**src/rtl/gray_pkg.sv**
```systemverilog
// Shared gray-code helpers for both ends of a gray pointer crossing.
// Functions work on a wide vector; zero-extension does not change any result.
package gray_pkg;

  localparam int PTR_DEFAULT = 3;
  localparam int unsigned GRAY_MAX_W = 32;

  function automatic logic [GRAY_MAX_W-1:0] gray2bin(input logic [GRAY_MAX_W-1:0] g);
    logic [GRAY_MAX_W-1:0] b;
    b[GRAY_MAX_W-1] = g[GRAY_MAX_W-1];
    for (int unsigned i = GRAY_MAX_W - 1; i > 0; i--) begin
      b[i-1] = b[i] ^ g[i-1];
    end
    return b;
  endfunction

  function automatic logic [GRAY_MAX_W-1:0] bin2gray(input logic [GRAY_MAX_W-1:0] b);
    return b ^ (b >> 1);
  endfunction

  function automatic int unsigned popcount(input logic [GRAY_MAX_W-1:0] v);
    int unsigned n;
    n = 0;
    for (int unsigned i = 0; i < GRAY_MAX_W; i++) begin
      n += 32'(v[i]);
    end
    return n;
  endfunction

endpackage

```
**src/rtl/gray_ptr_decoder_bit_sync2.sv**
```systemverilog
// Two-flop synchroniser for a multi-bit gray bus, synchronous active-high reset.
module bit_sync2 #(
  parameter int W = 4
) (
  input  logic         clk,
  input  logic         rst,
  input  logic [W-1:0] d,
  output logic [W-1:0] q
);

  logic [W-1:0] sync1;

  always_ff @(posedge clk) begin
    if (rst) begin
      sync1 <= '0;
      q     <= '0;
    end else begin
      sync1 <= d;
      q     <= sync1;
    end
  end

endmodule

```
**src/rtl/gray_ptr_decoder.sv**
```systemverilog
// Receive side of a gray pointer crossing: resynchronise, decode to binary,
// report per-cycle advance and flag/count multi-bit gray transitions.
module gray_ptr_decoder
  import gray_pkg::*;
#(
  parameter int PTR   = PTR_DEFAULT,
  parameter int ERR_W = 8
) (
  input  logic             CLK_50M,
  input  logic             RST,
  input  logic [PTR:0]     gray_in,
  output logic [PTR:0]     bin_out,
  output logic             bin_valid,
  output logic [PTR:0]     delta,
  output logic             step_err,
  output logic [ERR_W-1:0] err_count
);

  localparam int W = PTR + 1;

  logic [PTR:0] sync2;
  logic [PTR:0] gray_prev;
  logic [PTR:0] bin_next;
  logic [1:0]   fill;
  logic         illegal;

  bit_sync2 #(.W(W)) u_sync (
    .clk (CLK_50M),
    .rst (RST),
    .d   (gray_in),
    .q   (sync2)
  );

  always_comb begin
    bin_next = W'(gray2bin(GRAY_MAX_W'(sync2)));
    illegal  = popcount(GRAY_MAX_W'(sync2 ^ gray_prev)) > 1;
  end

  always_ff @(posedge CLK_50M) begin
    if (RST) begin
      gray_prev <= '0;
      bin_out   <= '0;
      delta     <= '0;
      err_count <= '0;
      bin_valid <= 1'b0;
      step_err  <= 1'b0;
      fill      <= '0;
    end else begin
      gray_prev <= sync2;
      bin_out   <= bin_next;
      if (fill != 2'd3) fill <= fill + 2'd1;
      // valid rises on the same edge the fill counter reaches 3
      if (fill == 2'd2) bin_valid <= 1'b1;
      delta    <= bin_valid ? bin_next - bin_out : '0;
      step_err <= bin_valid & illegal;
      if (bin_valid && illegal && err_count != '1) err_count <= err_count + 1'b1;
    end
  end

endmodule

```
**config.mk**
```make
export PLATFORM = sky130hd
export DESIGN_NAME = gray_ptr_decoder
export DESIGN_NICKNAME = d
export VERILOG_FILES = /design/src/rtl/gray_pkg.sv /design/src/rtl/gray_ptr_decoder_bit_sync2.sv /design/src/rtl/gray_ptr_decoder.sv
export SDC_FILE = /design/constraint.sdc
export NUM_CORES = 1
export LEC_CHECK = 0
export CAP_MARGIN = 20
export CORE_MARGIN = 5
export CORE_UTILIZATION = 25
export CTS_BUF_LIST = sky130_fd_sc_hd__clkbuf_2
export DETAILED_ROUTE_END_ITERATION = 8
export PLACE_DENSITY = 0.4
export SLEW_MARGIN = 25
export SYNTH_ARGS = -nofsm -noshare
export SYNTH_HDL_FRONTEND = slang
export SYNTH_SLANG_ARGS = --single-unit
```
**constraint.sdc**
```tcl
create_clock -name CLK_50M -period 2.9 [get_ports CLK_50M]
set_clock_uncertainty 0.15 [all_clocks]
set_input_delay 0.58 -clock CLK_50M [delete_from_list [all_inputs] [get_ports CLK_50M]]
set_output_delay 0.58 -clock CLK_50M [all_outputs]
set_load 0.01 [all_outputs]
```
# Word level (Yosys, flattened, before mapping)
# Index checks and enable logic that the tools add are counted.
word_totals:
  reg_bits: 32
  inputBits: 6
  out_inout_bits: 18
  elab_cells: 56
op_classes:
  add_sub_neg: 34
  magnitude_cmp: 1
  n_eq_ne: 3
  bitwise_logic: 6
  n_reduce_logical: 3
op_table:
  columns: ["cell", "count"]
  rows:
  - ["$add A31 B1 Y32 const B", 1]
  - ["$gt A32 B1 Y1 const B", 1]
  - ["$add A30 B1 Y31 const B", 1]
  - ["$add A29 B1 Y30 const B", 1]
  - ["$add A28 B1 Y29 const B", 1]
  - ["$add A27 B1 Y28 const B", 1]
  - ["$add A26 B1 Y27 const B", 1]
  - ["$add A25 B1 Y26 const B", 1]
  - ["$add A24 B1 Y25 const B", 1]
  - ["$add A23 B1 Y24 const B", 1]
  - ["$add A22 B1 Y23 const B", 1]
  - ["$add A21 B1 Y22 const B", 1]
  - ["$add A20 B1 Y21 const B", 1]
  - ["$add A19 B1 Y20 const B", 1]
  - ["$add A18 B1 Y19 const B", 1]
  - ["$add A17 B1 Y18 const B", 1]
  - ["$add A16 B1 Y17 const B", 1]
  - ["$add A15 B1 Y16 const B", 1]
  - ["$add A14 B1 Y15 const B", 1]
  - ["$add A13 B1 Y14 const B", 1]
  - ["$add A12 B1 Y13 const B", 1]
  - ["$add A11 B1 Y12 const B", 1]
  - ["$add A10 B1 Y11 const B", 1]
  - ["$add A9 B1 Y10 const B", 1]
  - ["20 further kinds", 23]

# Longest topological paths before layout
depth:
  ltp_word: 35
  depth_mapped: 8
  mapped_depth_nobuf: 8

# Modules after synthesis
# A second synthesis with hierarchy kept.
hier_totals:
  hier_cells: 131
  hier_area_um2: 1278.7
modules_own_cells:
  columns: ["mod", "instances", "cells_each", "area_each_um2", "seq_area_each_um2"]
  rows:
  - ["gray_ptr_decoder", 1, 115, 1068.5, 460.4]
  - ["bit_sync2", 1, 16, 210.2, 160.2]

# Worst setup path after synthesis
# Ideal clock, no wire load.
synth_path:
  kind: "reg2reg"
  from: "reg u_sync.q[3]"
  to: "reg err_count[3]"
  setup_ns: 0.071
  arrival_ns: 1.918
  required_ns: 2.679
  path_slack_ns: 0.761
  path_stages_with_launch: 7
  path_buffers: 0
  period_less_slack_ns: 2.139
  cell_sequence: "dfxtp_1 -> xnor2_1 -> fa_1 -> nor2b_1 -> a21oi_2 -> or4_1 -> a21oi_1"
synth_between:
  elab_chain_cells: 33
synth_lines:
  columns: ["item", "line", "rtl"]
  rows:
  - ["from (decl)", "gray_ptr_decoder_bit_sync2.sv:8", "output logic [W-1:0] q"]
  - ["from (signal assigned)", "gray_ptr_decoder_bit_sync2.sv:19", "q <= sync1;"]
  - ["$xor A4 B4 Y4", "gray_ptr_decoder.sv:36", "illegal = popcount(GRAY_MAX_W'(sync2 ^ gray_prev)) > 1;"]
  - ["$add A3 B1 Y4", "gray_pkg.sv:25", "n += 32'(v[i]);"]
  - ["$add A4 B1 Y5", "gray_pkg.sv:25", null]
  - ["$add A5 B1 Y6", "gray_pkg.sv:25", null]
  - ["$add A6 B1 Y7", "gray_pkg.sv:25", null]
  - ["$add A7 B1 Y8", "gray_pkg.sv:25", null]
  - ["$add A8 B1 Y9", "gray_pkg.sv:25", null]
  - ["$add A9 B1 Y10", "gray_pkg.sv:25", null]
  - ["[... 16 more ...]", null, null]
  - ["$add A26 B1 Y27", "gray_pkg.sv:25", null]
  - ["$add A27 B1 Y28", "gray_pkg.sv:25", null]
  - ["$add A28 B1 Y29", "gray_pkg.sv:25", null]
  - ["$add A29 B1 Y30", "gray_pkg.sv:25", null]
  - ["$add A30 B1 Y31", "gray_pkg.sv:25", null]
  - ["$add A31 B1 Y32", "gray_pkg.sv:25", null]
  - ["$gt A32 B1 Y1", "gray_ptr_decoder.sv:36", null]
  - ["$logic_and A1 B1 Y1 (2 in series)", "gray_ptr_decoder.sv:56", "if (bin_valid && illegal && err_count != '1) err_count <= err_count + 1'b1;"]
  - ["to (signal assigned)", "gray_ptr_decoder.sv:56", null]
  - ["to (decl)", "gray_ptr_decoder.sv:16", "output logic [ERR_W-1:0] err_count"]
# No other way between the ends.
# A chain may end at the register's enable or synchronous reset.

# Final worst setup path
layout_path:
  from: "reg u_sync.q[3]"
  to: "reg err_count[0]"
# The elaborated chain is that of the path after synthesis.

==> flow_summary.toml <==
[finish]
area_delta_synth_final_pct = 25.8
drive_gt1_share_pct = 6.29
nFillCells = 535
n_antenna_cell = 0
nets = 174
final_core_util_pct = 32.3

[logic_synthesis]
synth.most_common_cell = "dfxtp_1"
synth_edf_count = 0
synth.top_cell.area_share_pct = 47.6
yosys.area.top_type = "dfxtp_1"
synth_nets = 147
ys_seq_area_share_pct = 47.6
synth_seq_cells = 31
synth_cell_type_count = 30
synthesis.area_um2 = 1300
yosysWarnings = 0
synth_area_per_cell_um2 = 9.79
synth_common_cells = "31 x dfxtp_1, 18 x nor2b_1, 14 x nor2_1, 7 x inv_1"
synth_ff_type = "dfxtp_1"
async_flop_share_pct = 0
synthCells = 133
synth_top_cells_by_area = "dfxtp_1 48%, nor2b_1 8.6%, ha_1 5.8%"

[die]
coreArea_um2 = 5070
die_h_um = 82.2
die_area_um2 = 6750
die_w_um = 82.2
initial_core_util_pct = 25.7
row_count = 26
io_pins = 24

[clock_tree]
clk_pin_slew_ps = 150
cts_resized = 0
clk_latency_ps = 340
cts-root-buf = "clkbuf_2"
clockBufferDepth = 2
cts_max_level = 2
cts_tree = "yes"
cts_setup_buffers = 0
postCtsHoldBufs = 0
cts.sink_count = 31
cts_buffers = 5

[worst_setup_path]
crit_buf_inv = 0
regToRegSetupSlack_ps = 480
path_cells = "xnor2_1, fa_1, nor2b_1, a21oi_2, a21oi_1, mux2_2"
critical-path-top-delay-family = "adder cells"
cp_max_fo = 9
worstPathArrival_ps = 2510
critPathRequiredTime_ps = 2990
worst-setup-path-type = "flip-flop to flip-flop"
crit_path_top_delay_cell = "fa_1"
max_stage_delay_ps = 500
worst_setup_path_start_kind = "flip-flop"
endpoint_kind = "flip-flop"

[place]
place.gp.congestion = 0.723
dp_slack_ps = 485
portBuffers = 23
hpwlAfterDp_mm = 1.94

[sta]
finalSetupTns_ps = 0
finalSetupViolations = 0
final_hold_viol_count = 0
fmax_mhz = 413
finalCriticalPeriod_ps = 2420
slew_headroom_pct = 69.3
maxSlewViolCount = 0
tightest_slew_ps = 459
setup_slack_ps = 477
timing.final.crit_share_pct = 83.5
rsz0062_at_grt = "no"

[job]
cap_violations = 0

[power]
pwr-share-seq_pct = 60.5
switching_share_pct = 26.7
combinationalPowerShare_pct = 15.2
p_per_area_nw_per_um2 = 470
ir_drop_uv = 211
leakage_uw = 0.000599
power.total_uw = 770
p_int_uw = 564
p_switching_uw = 205
power_frac_clock_pct = 24.2

[routing]
wl_met3_um = 116
routedWlPerCell_um = 11.4
route.met2.wl_mm = 1.18
vias = 968
drtIter0Drc = 38
drtAntennaViolNets = 0
dr.pass1.iters = 4
viasPerCell = 4.23
routed_wl_mm = 2.62
wl_met1_mm = 1.27
highest_layer = "met4"
drc_errors = 0

[run_status]
status = "finished, final reports clean"

[grt]
grt_pass1_wl_mm = 4.31
overflow = 0
grt_pass1_vias = 920
grtUsageTotal_pct = 8.68
antenna_found_initial = 0
grt_max_degree = 19

[min_path]
hp-class = "flip-flop to flip-flop"
==> registers in the layout, indices dropped and copies added (netlist names) <==
register      flops
delta             4
fill              2
step_err          1
u_sync.q          4
u_sync.sync1      4
gray_prev         3
bin_out           4
bin_valid         1
err_count         8
==> worst register-to-register path: stages (launching register included) <==
cell and delay, ps:
dfxtp_1 370, xnor2_1 330, fa_1 500, nor2b_1 190, a21oi_2 150, a21oi_1 270
mux2_2 370
==> through the flow <==
stage               cells  hold WS (ps)  area (um^2)
floorplan             133           264         1300
global placement      223           272         1610
detailed placement    223           279         1610
CTS                   229           305         1640
global route          229           301         1640
finish                229           299         1640
==> area by class of cell <==
| cell class | count | area (um^2) | share of cell area [%] |
|---|---|---|---|
| tap | 70 | 87.6 | 5.34 |
| timing repair buffer | 24 | 238 | 14.5 |
| clock buffer | 6 | 30.0 | 1.83 |
| sequential | 31 | 621 | 37.9 |
| inverter | 7 | 26.3 | 1.60 |
| multi-input combinational | 91 | 637 | 38.9 |
==> power groups by stage <==
stage               sequential [uW]  combinational [uW]  clock, uW
global placement                475                 117          0
finish                          466                 117        187
CTS                             467                 121        209
detailed placement              476                 120          0
floorplan                       476                72.9          0
global route                    470                 133        220
==> layer usage <==
metal  GRT usage (%)  up-vias
met5               0        -
met1            10.5      447
met2            13.1       14
li1                -      501
met4            4.49        0
met3            3.58        6
==> layout by cell type, fill, tap and decap left out, types with 5 or more instances in the layout <==
master           Yosys  final
inv_1                7      7
nor2b_1             18     18
xnor2_1              5      5
ha_1                 6      6
dfxtp_1             31     31
clkdlybuf4s50_1      0     23
a21oi_1              6      6
clkbuf_2             0      6
nor2_1              14     14
==> worst paths after layout <==
check | startpoint | to | cells after the start
setup / recovery | u_sync.q[3] | err_count[0] | 6
setup reg to reg | u_sync.q[3] | err_count[0] | 6
hold reg to reg | u_sync.sync1[2] | u_sync.q[2] | 1
hold / removal | u_sync.sync1[2] | u_sync.q[2] | 1
==> cells by family after synthesis <==
logic type	share of synthesized area [%]
AOI/OAI and AO/OA	8.26
and+or+nand+nor	22.9
buffers and inverters	3.46
DFF	47.6
xor gates and xnor gates	7.30
muxes	1.63
adders and majority gates	8.84
No activity file was read; power rests on OpenSTA's default activity.
